`src/rtl/usb_pkt_pkg.sv`:
```
// usb_pkt_pkg: shared constants, FSM encoding and header builder for the USB stream arbiter.
package usb_pkt_pkg;
    localparam logic [7:0] SYNC_DEF     = 8'hA5;
    localparam logic [1:0] SRC_NONE     = 2'b00;
    localparam logic [1:0] SRC_CAM      = 2'b01;
    localparam logic [1:0] SRC_TEL      = 2'b10;
    localparam int         HDR_SYNC_LSB = 24;
    localparam int         HDR_SRC_LSB  = 22;
    localparam int         HDR_SOF_BIT  = 21;
    localparam int         HDR_SEQ_MSB  = 20;
    localparam int         HDR_SEQ_LSB  = 15;
    localparam int         HDR_LEN_MSB  = 14;
    localparam int         TEL_WORDS    = 3;

    typedef enum logic [1:0] {
        ST_IDLE = 2'd0,
        ST_HDR  = 2'd1,
        ST_PAY  = 2'd2
    } state_e;

    function automatic logic [31:0] make_hdr(input logic [7:0] sync, input logic [1:0] src,
                                             input logic sof, input logic [5:0] seq,
                                             input logic [14:0] len);
        logic [31:0] h;
        h = '0;
        h[31:HDR_SYNC_LSB]              = sync;
        h[HDR_SYNC_LSB-1:HDR_SRC_LSB]   = src;
        h[HDR_SOF_BIT]                  = sof;
        h[HDR_SEQ_MSB:HDR_SEQ_LSB]      = seq;
        h[HDR_LEN_MSB:0]                = len;
        return h;
    endfunction
endpackage

```
`src/rtl/usb_out_stage.sv`:
```
// usb_out_stage: single-entry output register feeding the FIFO write port.
//   load_i/data_i   word offered by the arbiter (taken only when load_ok_o)
//   fifo_full_i     FIFO back-pressure
//   load_ok_o       stage empty or draining this cycle
//   fifo_wr_en_o    write strobe, fifo_data_o registered data
module usb_out_stage (
    input  logic        clk_i,
    input  logic        rst_ni,
    input  logic        load_i,
    input  logic [31:0] data_i,
    input  logic        fifo_full_i,
    output logic        load_ok_o,
    output logic        fifo_wr_en_o,
    output logic [31:0] fifo_data_o
);
    logic        out_vld_q;
    logic [31:0] out_data_q;

    assign load_ok_o    = ~out_vld_q | ~fifo_full_i;
    assign fifo_wr_en_o = out_vld_q & ~fifo_full_i;
    assign fifo_data_o  = out_data_q;

    always_ff @(posedge clk_i or negedge rst_ni) begin
        if (!rst_ni) begin
            out_vld_q  <= 1'b0;
            out_data_q <= '0;
        end else if (load_i && load_ok_o) begin
            out_vld_q  <= 1'b1;
            out_data_q <= data_i;
        end else if (fifo_wr_en_o) begin
            out_vld_q  <= 1'b0;
        end
    end
endmodule

```
`src/rtl/usb_stream_arbiter.sv`:
```
// usb_stream_arbiter: round-robin packetiser sharing the USB FIFO between camera and telemetry.
//   enable_i                 grant new packets when high, drain only when low
//   cam_data/valid/sof_i     camera stream, cam_ready_o accept handshake
//   acl_*/mag_*_i            sensor values, snapshotted at telemetry grant
//   fifo_full_i, fifo_wr_en_o, fifo_data_o   FIFO write side
//   grant_src_o              source of the packet in flight, tel_drop_cnt_o lost telemetry requests
module usb_stream_arbiter
    import usb_pkt_pkg::*;
#(
    parameter int         BURST_WORDS = 256,
    parameter int         TEL_PERIOD  = 1000000,
    parameter logic [7:0] SYNC        = SYNC_DEF
) (
    input  logic        clk_i,
    input  logic        rst_ni,
    input  logic        enable_i,
    input  logic [31:0] cam_data_i,
    input  logic        cam_valid_i,
    input  logic        cam_sof_i,
    output logic        cam_ready_o,
    input  logic [15:0] acl_x_i,
    input  logic [15:0] acl_y_i,
    input  logic [15:0] acl_z_i,
    input  logic [15:0] mag_x_i,
    input  logic [15:0] mag_y_i,
    input  logic [15:0] mag_z_i,
    input  logic        fifo_full_i,
    output logic        fifo_wr_en_o,
    output logic [31:0] fifo_data_o,
    output logic [1:0]  grant_src_o,
    output logic [7:0]  tel_drop_cnt_o
);
    localparam int TW = $clog2(TEL_PERIOD);

    state_e      state_q;
    logic [1:0]  grant_q;
    logic        last_tel_q;
    logic        tel_pend_q;
    logic [TW-1:0] timer_q;
    logic [7:0]  drop_q;
    logic [5:0]  seq_cam_q, seq_tel_q;
    logic [14:0] cnt_q;
    logic [31:0] hdr_q, tel0_q, tel1_q, tel2_q;

    logic        load_ok, load, is_cam, cam_req, tel_req, pick_tel, grant_now, tel_grant;
    logic        pay_load, last, wrap;
    logic [31:0] load_data;

    assign cam_req   = enable_i & cam_valid_i;
    assign tel_req   = enable_i & tel_pend_q;
    // Telemetry wins a tie unless it was the last source granted; reset makes it win first.
    assign pick_tel  = tel_req & (~cam_req | ~last_tel_q);
    assign grant_now = (state_q == ST_IDLE) & (tel_req | cam_req);
    assign tel_grant = grant_now & pick_tel;
    assign is_cam    = grant_q == SRC_CAM;
    assign cam_ready_o = (state_q == ST_PAY) & is_cam & load_ok;
    assign pay_load  = (state_q == ST_PAY) & load_ok & (~is_cam | cam_valid_i);
    assign load      = ((state_q == ST_HDR) & load_ok) | pay_load;
    assign last      = pay_load & (cnt_q == (is_cam ? 15'(BURST_WORDS - 1) : 15'(TEL_WORDS - 1)));
    assign load_data = (state_q == ST_HDR) ? hdr_q :
                       is_cam               ? cam_data_i :
                       cnt_q[1]             ? tel2_q :
                       cnt_q[0]             ? tel1_q : tel0_q;
    assign wrap      = enable_i & (timer_q == TW'(TEL_PERIOD - 1));
    assign grant_src_o    = grant_q;
    assign tel_drop_cnt_o = drop_q;

    usb_out_stage u_out (
        .clk_i        (clk_i),
        .rst_ni       (rst_ni),
        .load_i       (load),
        .data_i       (load_data),
        .fifo_full_i  (fifo_full_i),
        .load_ok_o    (load_ok),
        .fifo_wr_en_o (fifo_wr_en_o),
        .fifo_data_o  (fifo_data_o)
    );

    // A request arriving in the same cycle as the grant that consumes the old one is kept, not dropped.
    always_ff @(posedge clk_i or negedge rst_ni) begin
        if (!rst_ni) begin
            timer_q    <= '0;
            tel_pend_q <= 1'b0;
            drop_q     <= '0;
        end else begin
            timer_q    <= (!enable_i || wrap) ? '0 : timer_q + TW'(1);
            tel_pend_q <= wrap | (tel_pend_q & ~tel_grant);
            if (wrap && tel_pend_q && !tel_grant && drop_q != 8'hFF)
                drop_q <= drop_q + 8'd1;
        end
    end

    always_ff @(posedge clk_i or negedge rst_ni) begin
        if (!rst_ni) begin
            state_q    <= ST_IDLE;
            grant_q    <= SRC_NONE;
            last_tel_q <= 1'b0;
            seq_cam_q  <= '0;
            seq_tel_q  <= '0;
            cnt_q      <= '0;
            hdr_q      <= '0;
            tel0_q     <= '0;
            tel1_q     <= '0;
            tel2_q     <= '0;
        end else begin
            case (state_q)
                ST_IDLE: if (grant_now) begin
                    grant_q    <= pick_tel ? SRC_TEL : SRC_CAM;
                    last_tel_q <= pick_tel;
                    hdr_q      <= pick_tel ? make_hdr(SYNC, SRC_TEL, 1'b0, seq_tel_q, 15'(TEL_WORDS))
                                           : make_hdr(SYNC, SRC_CAM, cam_sof_i, seq_cam_q, 15'(BURST_WORDS));
                    if (pick_tel) begin
                        tel0_q <= {acl_x_i, acl_y_i};
                        tel1_q <= {acl_z_i, mag_x_i};
                        tel2_q <= {mag_y_i, mag_z_i};
                    end
                    state_q <= ST_HDR;
                end
                ST_HDR: if (load_ok) begin
                    cnt_q   <= '0;
                    state_q <= ST_PAY;
                end
                ST_PAY: if (pay_load) begin
                    cnt_q <= cnt_q + 15'd1;
                    if (last) begin
                        if (is_cam) seq_cam_q <= seq_cam_q + 6'd1;
                        else        seq_tel_q <= seq_tel_q + 6'd1;
                        grant_q <= SRC_NONE;
                        state_q <= ST_IDLE;
                    end
                end
                default: state_q <= ST_IDLE;
            endcase
        end
    end
endmodule
```
`config.mk`:
```
export PLATFORM = sky130hd
export DESIGN_NAME = usb_stream_arbiter
export DESIGN_NICKNAME = d
export VERILOG_FILES = /design/src/rtl/usb_pkt_pkg.sv /design/src/rtl/usb_out_stage.sv /design/src/rtl/usb_stream_arbiter.sv
export SDC_FILE = /design/constraint.sdc
export NUM_CORES = 1
export LEC_CHECK = 0
export ABC_AREA = 1
export ABC_CLOCK_PERIOD_IN_PS = 2100
export CAP_MARGIN = 20
export CORE_MARGIN = 3
export CORE_UTILIZATION = 53
export CTS_BUF_LIST = sky130_fd_sc_hd__clkbuf_16
export DETAILED_ROUTE_END_ITERATION = 8
export PLACE_DENSITY = 0.87
export SYNTH_ARGS = -nofsm -noshare
export SYNTH_HDL_FRONTEND = slang
export SYNTH_HIERARCHICAL = 1
export SYNTH_SLANG_ARGS = --single-unit
```
`constraint.sdc`:
```
create_clock -name clk_i -period 2.1 [get_ports clk_i]
set_input_delay 0.21 -clock clk_i [delete_from_list [all_inputs] [get_ports clk_i]]
set_output_delay 0.21 -clock clk_i [all_outputs]
set_load 0.02 [all_outputs]
```
# Yosys cells after proc, flatten, opt, wreduce, memory -nomap -nowiden
# Index checks and enable logic that the tools add are counted.
# classes
n_lt_le_gt_ge	0
mul	0
shift	0
div_mod_pow	0
n_eq_ne	10
n_bitwise	26
addsub	5
n_reduce_logical	18
n_mux	20
# ops
op	n
2-to-1 mux 32 bit	4
2-to-1 mux 15 bit	2
case mux 15 bit (2 select lines)	1
2-to-1 mux 24 bit	1
adder 20 x 1 -> 20 bit, second input constant	1
== test 20 bit, second input constant	1
2-to-1 mux 20 bit	1
AND reduction 4 bit	4
adder 15 x 1 -> 15 bit, second input constant	1
== test 15 x 8 -> 1 bit	1
bitwise AND 1 bit	14
adder 6 x 1 -> 6 bit, second input constant	2
2-to-1 mux 2 bit	6
adder 8 x 1 -> 8 bit, second input constant	1
2-to-1 mux 8 bit	1
inequality test 2 bit, second input constant	4
inequality test 8 bit, second input constant	1
NOT 1 bit	6
bitwise OR 1 bit	6
case mux 2 bit (3 select lines)	1
AND reduction 3 bit	2
nonzero test 2 bit	3
== test 2 x 1 -> 1 bit, second input constant	2
logical AND 1 bit	4
other kinds (7)	9
# word_totals
mem_bits_ro	0
word_cells	94
ramBits	0
regBits	222
latch_bits	0
memories	0

# Depth between registers and ports, before layout
# depth
ltp_word	8
mapped_depth	12
mapped_depth_nobuf	11

# Modules after synthesis
# The synthesis kept the hierarchy.
# modules_own_cells
module	seq_area_each_um2	cells_per_inst	instances	area_per_inst_um2
usb_stream_arbiter	4154.0	1147	1	8574.5
usb_out_stage	825.8	144	1	1331.3

# Worst setup path before layout
# No wires, ideal clock.
# synth_timing
kind	reg-to-reg
start	reg u_out.out_vld_q
end	reg u_out.out_data_q[0], in the netlist u_out/fifo_data_o[0]
n_path_buf	4
slack_ns	0.218
path_stages_with_launch	13
required_ns	1.983
t_arrival_ns	1.765
path_cell_list	dfrtp_1 nand2_4 buf_2 nand3_1 nor2_2 nor2_4 inv_2 buf_4 buf_4 nand2_4 buf_6 nand2_1 nand2_1
# synth_between
elab_chain_cells	6
# synth_lines
element	line	source
from (decl)	usb_out_stage.sv:16	logic out_vld_q;
from (signal assigned)	usb_out_stage.sv:25	out_vld_q <= 1'b0;
from (signal assigned)	usb_out_stage.sv:28	out_vld_q <= 1'b1;
from (signal assigned)	usb_out_stage.sv:31	out_vld_q <= 1'b0;
NOT 1 bit *	usb_out_stage.sv:19	assign load_ok_o = ~out_vld_q | ~fifo_full_i;
bitwise OR 1 bit *	usb_out_stage.sv:19	
via load_ok	usb_stream_arbiter.sv:45	logic load_ok, load, is_cam, cam_req, tel_req, pick_tel, grant_now, tel_grant;
bitwise AND 1 bit (2 in a row)	usb_stream_arbiter.sv:57	assign pay_load = (state_q == ST_PAY) & load_ok & (~is_cam | cam_valid_i);
bitwise OR 1 bit *	usb_stream_arbiter.sv:58	assign load = ((state_q == ST_HDR) & load_ok) | pay_load;
via load	usb_stream_arbiter.sv:45	
logical AND 1 bit *	usb_out_stage.sv:27	end else if (load_i && load_ok_o) begin
to (signal assigned)	usb_out_stage.sv:29	out_data_q <= data_i;
to (decl)	usb_out_stage.sv:17	logic [31:0] out_data_q;
# The timed path passes the listed nets; every way through them passes the cells marked *.
# A chain may end at the register's enable or synchronous reset.

# Final worst setup path
# layout_timing
start	reg state_q[0]
end	out cam_ready_o
# layout_between
elab_chain_cells	3
# layout_lines
element	line	source
from (decl)	usb_stream_arbiter.sv:35	state_e state_q;
from (signal assigned)	usb_stream_arbiter.sv:95	state_q <= ST_IDLE;
from (signal assigned)	usb_stream_arbiter.sv:117	state_q <= ST_HDR;
from (signal assigned)	usb_stream_arbiter.sv:121	state_q <= ST_PAY;
== test 2 bit	usb_stream_arbiter.sv:56	assign cam_ready_o = (state_q == ST_PAY) & is_cam & load_ok;
bitwise AND 1 bit (2 in a row)	usb_stream_arbiter.sv:56	
to (decl)	usb_stream_arbiter.sv:20	output logic cam_ready_o,
# Every way passes these cells.

==> metrics.cfg <==
[final_layout]
num_antenna_cells=0
drive_above_1_share=0.0647
fillers=1398
num-nets-final=1596
multiInputGateArea_um2=4300
final-seq-area_um2=4980
area_growth_pct=26.6

[flow_run]
maxCapViolCount=0

[worst_setup_path]
critPathTopFamily=buffers and inverters
slowest_delay_ps=400
cp-start-kind=flip-flop
worstSetupStartpoint=state_q[0]
r2r-start=cnt_q[0]
path_buf_inv=2
cpMaxStageDelayCell=dfrtp_1
crit_fanout=3
worstPathArrival_ps=1690
timing_worst_setup_path_type=reg2out
critPathRequiredTime_ps=1890
end_kind=output port
path_cells=inv_1, nand3_1, nor2_1, dlygate4sd2_1

[placement]
place_congestion=0.950
post-dp-hpwl_um=20000
place_ws_ps=89.0
portBuffers=177

[route]
drt-initial-drc-count=982
vias=9375
remaining_drc_errors=0
via_per_inst=5.52
routed_wl_um=27500
first_pass_iters=6
wl_per_cell_um=16.2
detail-route-antenna-nets=0

[sta]
fin_ws_ps=204
worst_pin_slew_ps=594
tns_ps=0
fmax_mhz=528
finalCritPeriodShare=0.903
slew_headroom=0.604
fin_worst_skew_ps=7.34
fin_crit_ps=1900
hold_violations=0
setup_violations=0
fin_hold_ws_ps=305
slew_viol_final=0
rsz0062_at_grt=false

[die]
boundaryPins=178
rows=49
core-area_um2=18100
die_w_um=143
start_util=0.546
dieArea_um2=20400
die_h_um=143

[power]
peakVddDrop_v=0.000731
power_switching_uw=4430
seqPwrFrac=0.377
p_per_area_nw_per_um2=957
pwr-share-clk=0.263
cellLeakagePower_uw=0.00621
internal_power_uw=7580
switching_share=0.369
pwr-share-comb=0.360

[clock_tree]
clock_latency_ps=430
root_buffer=clkbuf_16
cts_made_buffers=17
cts.clk_slew.worst_paths_ps=70
htree_levels=4
cts_tree=yes
cts_sinks=199
clock_path_buffers=2

[synth]
avgSynthCellArea_um2=7.67
synth-edff-count=0
synth.distinct_cells=35
ys_top_cells_by_count=nand2_1, dfrtp_1, nand3_1, o21ai_0, nor2_1
synth_area_leaders=dfrtp_1, nand2_1, nand3_1, o21ai_0, nor2_1
synth_top_area_cell=dfrtp_1
synth_top_area_frac=0.503
netlist_area_um2=9910
syn_inst=1291
synth-main-ff-cell=dfrtp_1
yosysMostFrequentCell=nand2_1
async_flop_share=1.00
synth_seq_cells=199
syn_nets=1430
yosysWarnings=6
yosysSeqAreaShare=0.503

[global_route]
grt_max_degree=77
grt_pass1_wl_um=44100
antenna_found_initial=0
grt_pass1_vias=8724
grt_use_total=0.272
globalRouteOverflowTotal=0

[hold_path]
holdCritStartpoint=mag_x_i[14]
holdCritPathClass=in2reg

[run_status]
status=finished clean

cell type report:
cell class | instances | share of cell area
repair buffers | 207 | 0.169
inverters | 79 | 0.0236
multi-input cells | 953 | 0.343
well taps | 229 | 0.0228
clock buffers | 17 | 0.0339
flip-flops and latches | 199 | 0.397
clock inverters | 14 | 0.0110
power by group through the flow:
stage	clock [uW]	combinational, uW	sequential (uW)
after floorplan	0	2290	4830
after global placement	0	4140	4590
after detailed placement	0	4250	4590
after CTS	3200	4280	4530
after global routing	3350	4730	4570
final	3160	4320	4530
cells in the final DEF, fill, tap and decap left out, types with 4 or more instances in the layout:
| master | netlist | final |
|---|---|---|
| nand2_1 | 541 | 540 |
| buf_4 | 9 | 20 |
| buf_12 | 0 | 9 |
| nand2_2 | 7 | 7 |
| clkinvlp_4 | 0 | 5 |
| xnor2_1 | 4 | 4 |
| nand4_1 | 20 | 20 |
| nor3_1 | 19 | 19 |
| a211oi_1 | 9 | 9 |
| clkbuf_16 | 0 | 17 |
| o21ai_0 | 88 | 88 |
| nor2_4 | 6 | 6 |
| nand3_1 | 90 | 90 |
| clkdlybuf4s50_1 | 0 | 175 |
| inv_2 | 7 | 7 |
| nand2_4 | 3 | 4 |
| ha_1 | 5 | 5 |
| o21ai_1 | 8 | 8 |
| nor2_2 | 5 | 5 |
| o211ai_1 | 7 | 7 |
| nor2_1 | 72 | 72 |
| inv_1 | 71 | 72 |
| xor2_1 | 17 | 17 |
| dfrtp_1 | 199 | 199 |
| a21oi_1 | 40 | 40 |
worst reg2reg max path, stage by stage, from the launching register on:
cell and delay [ps]:
dfrtp_1 410, buf_4 260, ha_1 180, inv_1 90
nor2_1 280, nand2_1 130, nor2_1 150, nand2_1 80
nand2_1 60, nand2_1 40, nor2_1 90
repair_timing:
action	4_1_cts	5_1_grt
gates resized for setup	1	0
endpoints found under the setup margin	1	0
buffers inserted	0	0
hold endpoints to repair	62	0
hold buffers	1	0
sequential cells by signal (all words and copies together), names as in the netlist, 8 cells and up:
register and flops:
tel_drop_cnt_o 8, hdr_q 10, u_out/fifo_data_o 32, tel0_q 32, cnt_q 15, tel2_q 32, timer_q 20, tel1_q 32
metrics by stage:
| stage | std cells | total power (uW) | util | cell area, um^2 |
|---|---|---|---|---|
| finish | 1698 | 12000 | 0.691 | 12500 |
| global route | 1698 | 12600 | 0.691 | 12500 |
| CTS | 1698 | 12000 | 0.691 | 12500 |
| detailed placement | 1666 | 8850 | 0.660 | 12000 |
| global placement | 1666 | 8720 | 0.660 | 12000 |
| floorplan | 1291 | 7110 | - | 9910 |
path summary, 6_finish.rpt:
check / end / slack (ps) / depth (start not counted)
min in group asynchronous: u_out/fifo_data_o[2] / 320 / 2
max reg2reg: cnt_q[10] / 270 / 10
min: tel1_q[14] / 300 / 3
max: cam_ready_o / 200 / 4
min reg2reg: hdr_q[24] / 470 / 1
max in group asynchronous: tel2_q[27] / 1050 / 3
metal layers:
| metal | GRT usage | part of all wire | vias to the layer above |
|---|---|---|---|
| li1 | - | - | 4452 |
| met4 | 0.0875 | 0.026 | 0 |
| met1 | 0.405 | 0.44 | 4448 |
| met2 | 0.405 | 0.45 | 424 |
| met3 | 0.0519 | 0.085 | 51 |
| met5 | 0 | 0 | - |
kinds of logic (layout without fill, tap and decap cells):
family,Yosys count,count (layout),synth area share
and+or+nand+nor,773,773,0.327
DFF,199,199,0.503
AOI/OAI and AO/OA,154,154,0.0824
buffers and inverters,139,317,0.0635
xor gates and xnor gates,21,21,0.0186
adders and majority gates,5,5,0.00632
Note: power is estimated with default switching activity, not from simulation.
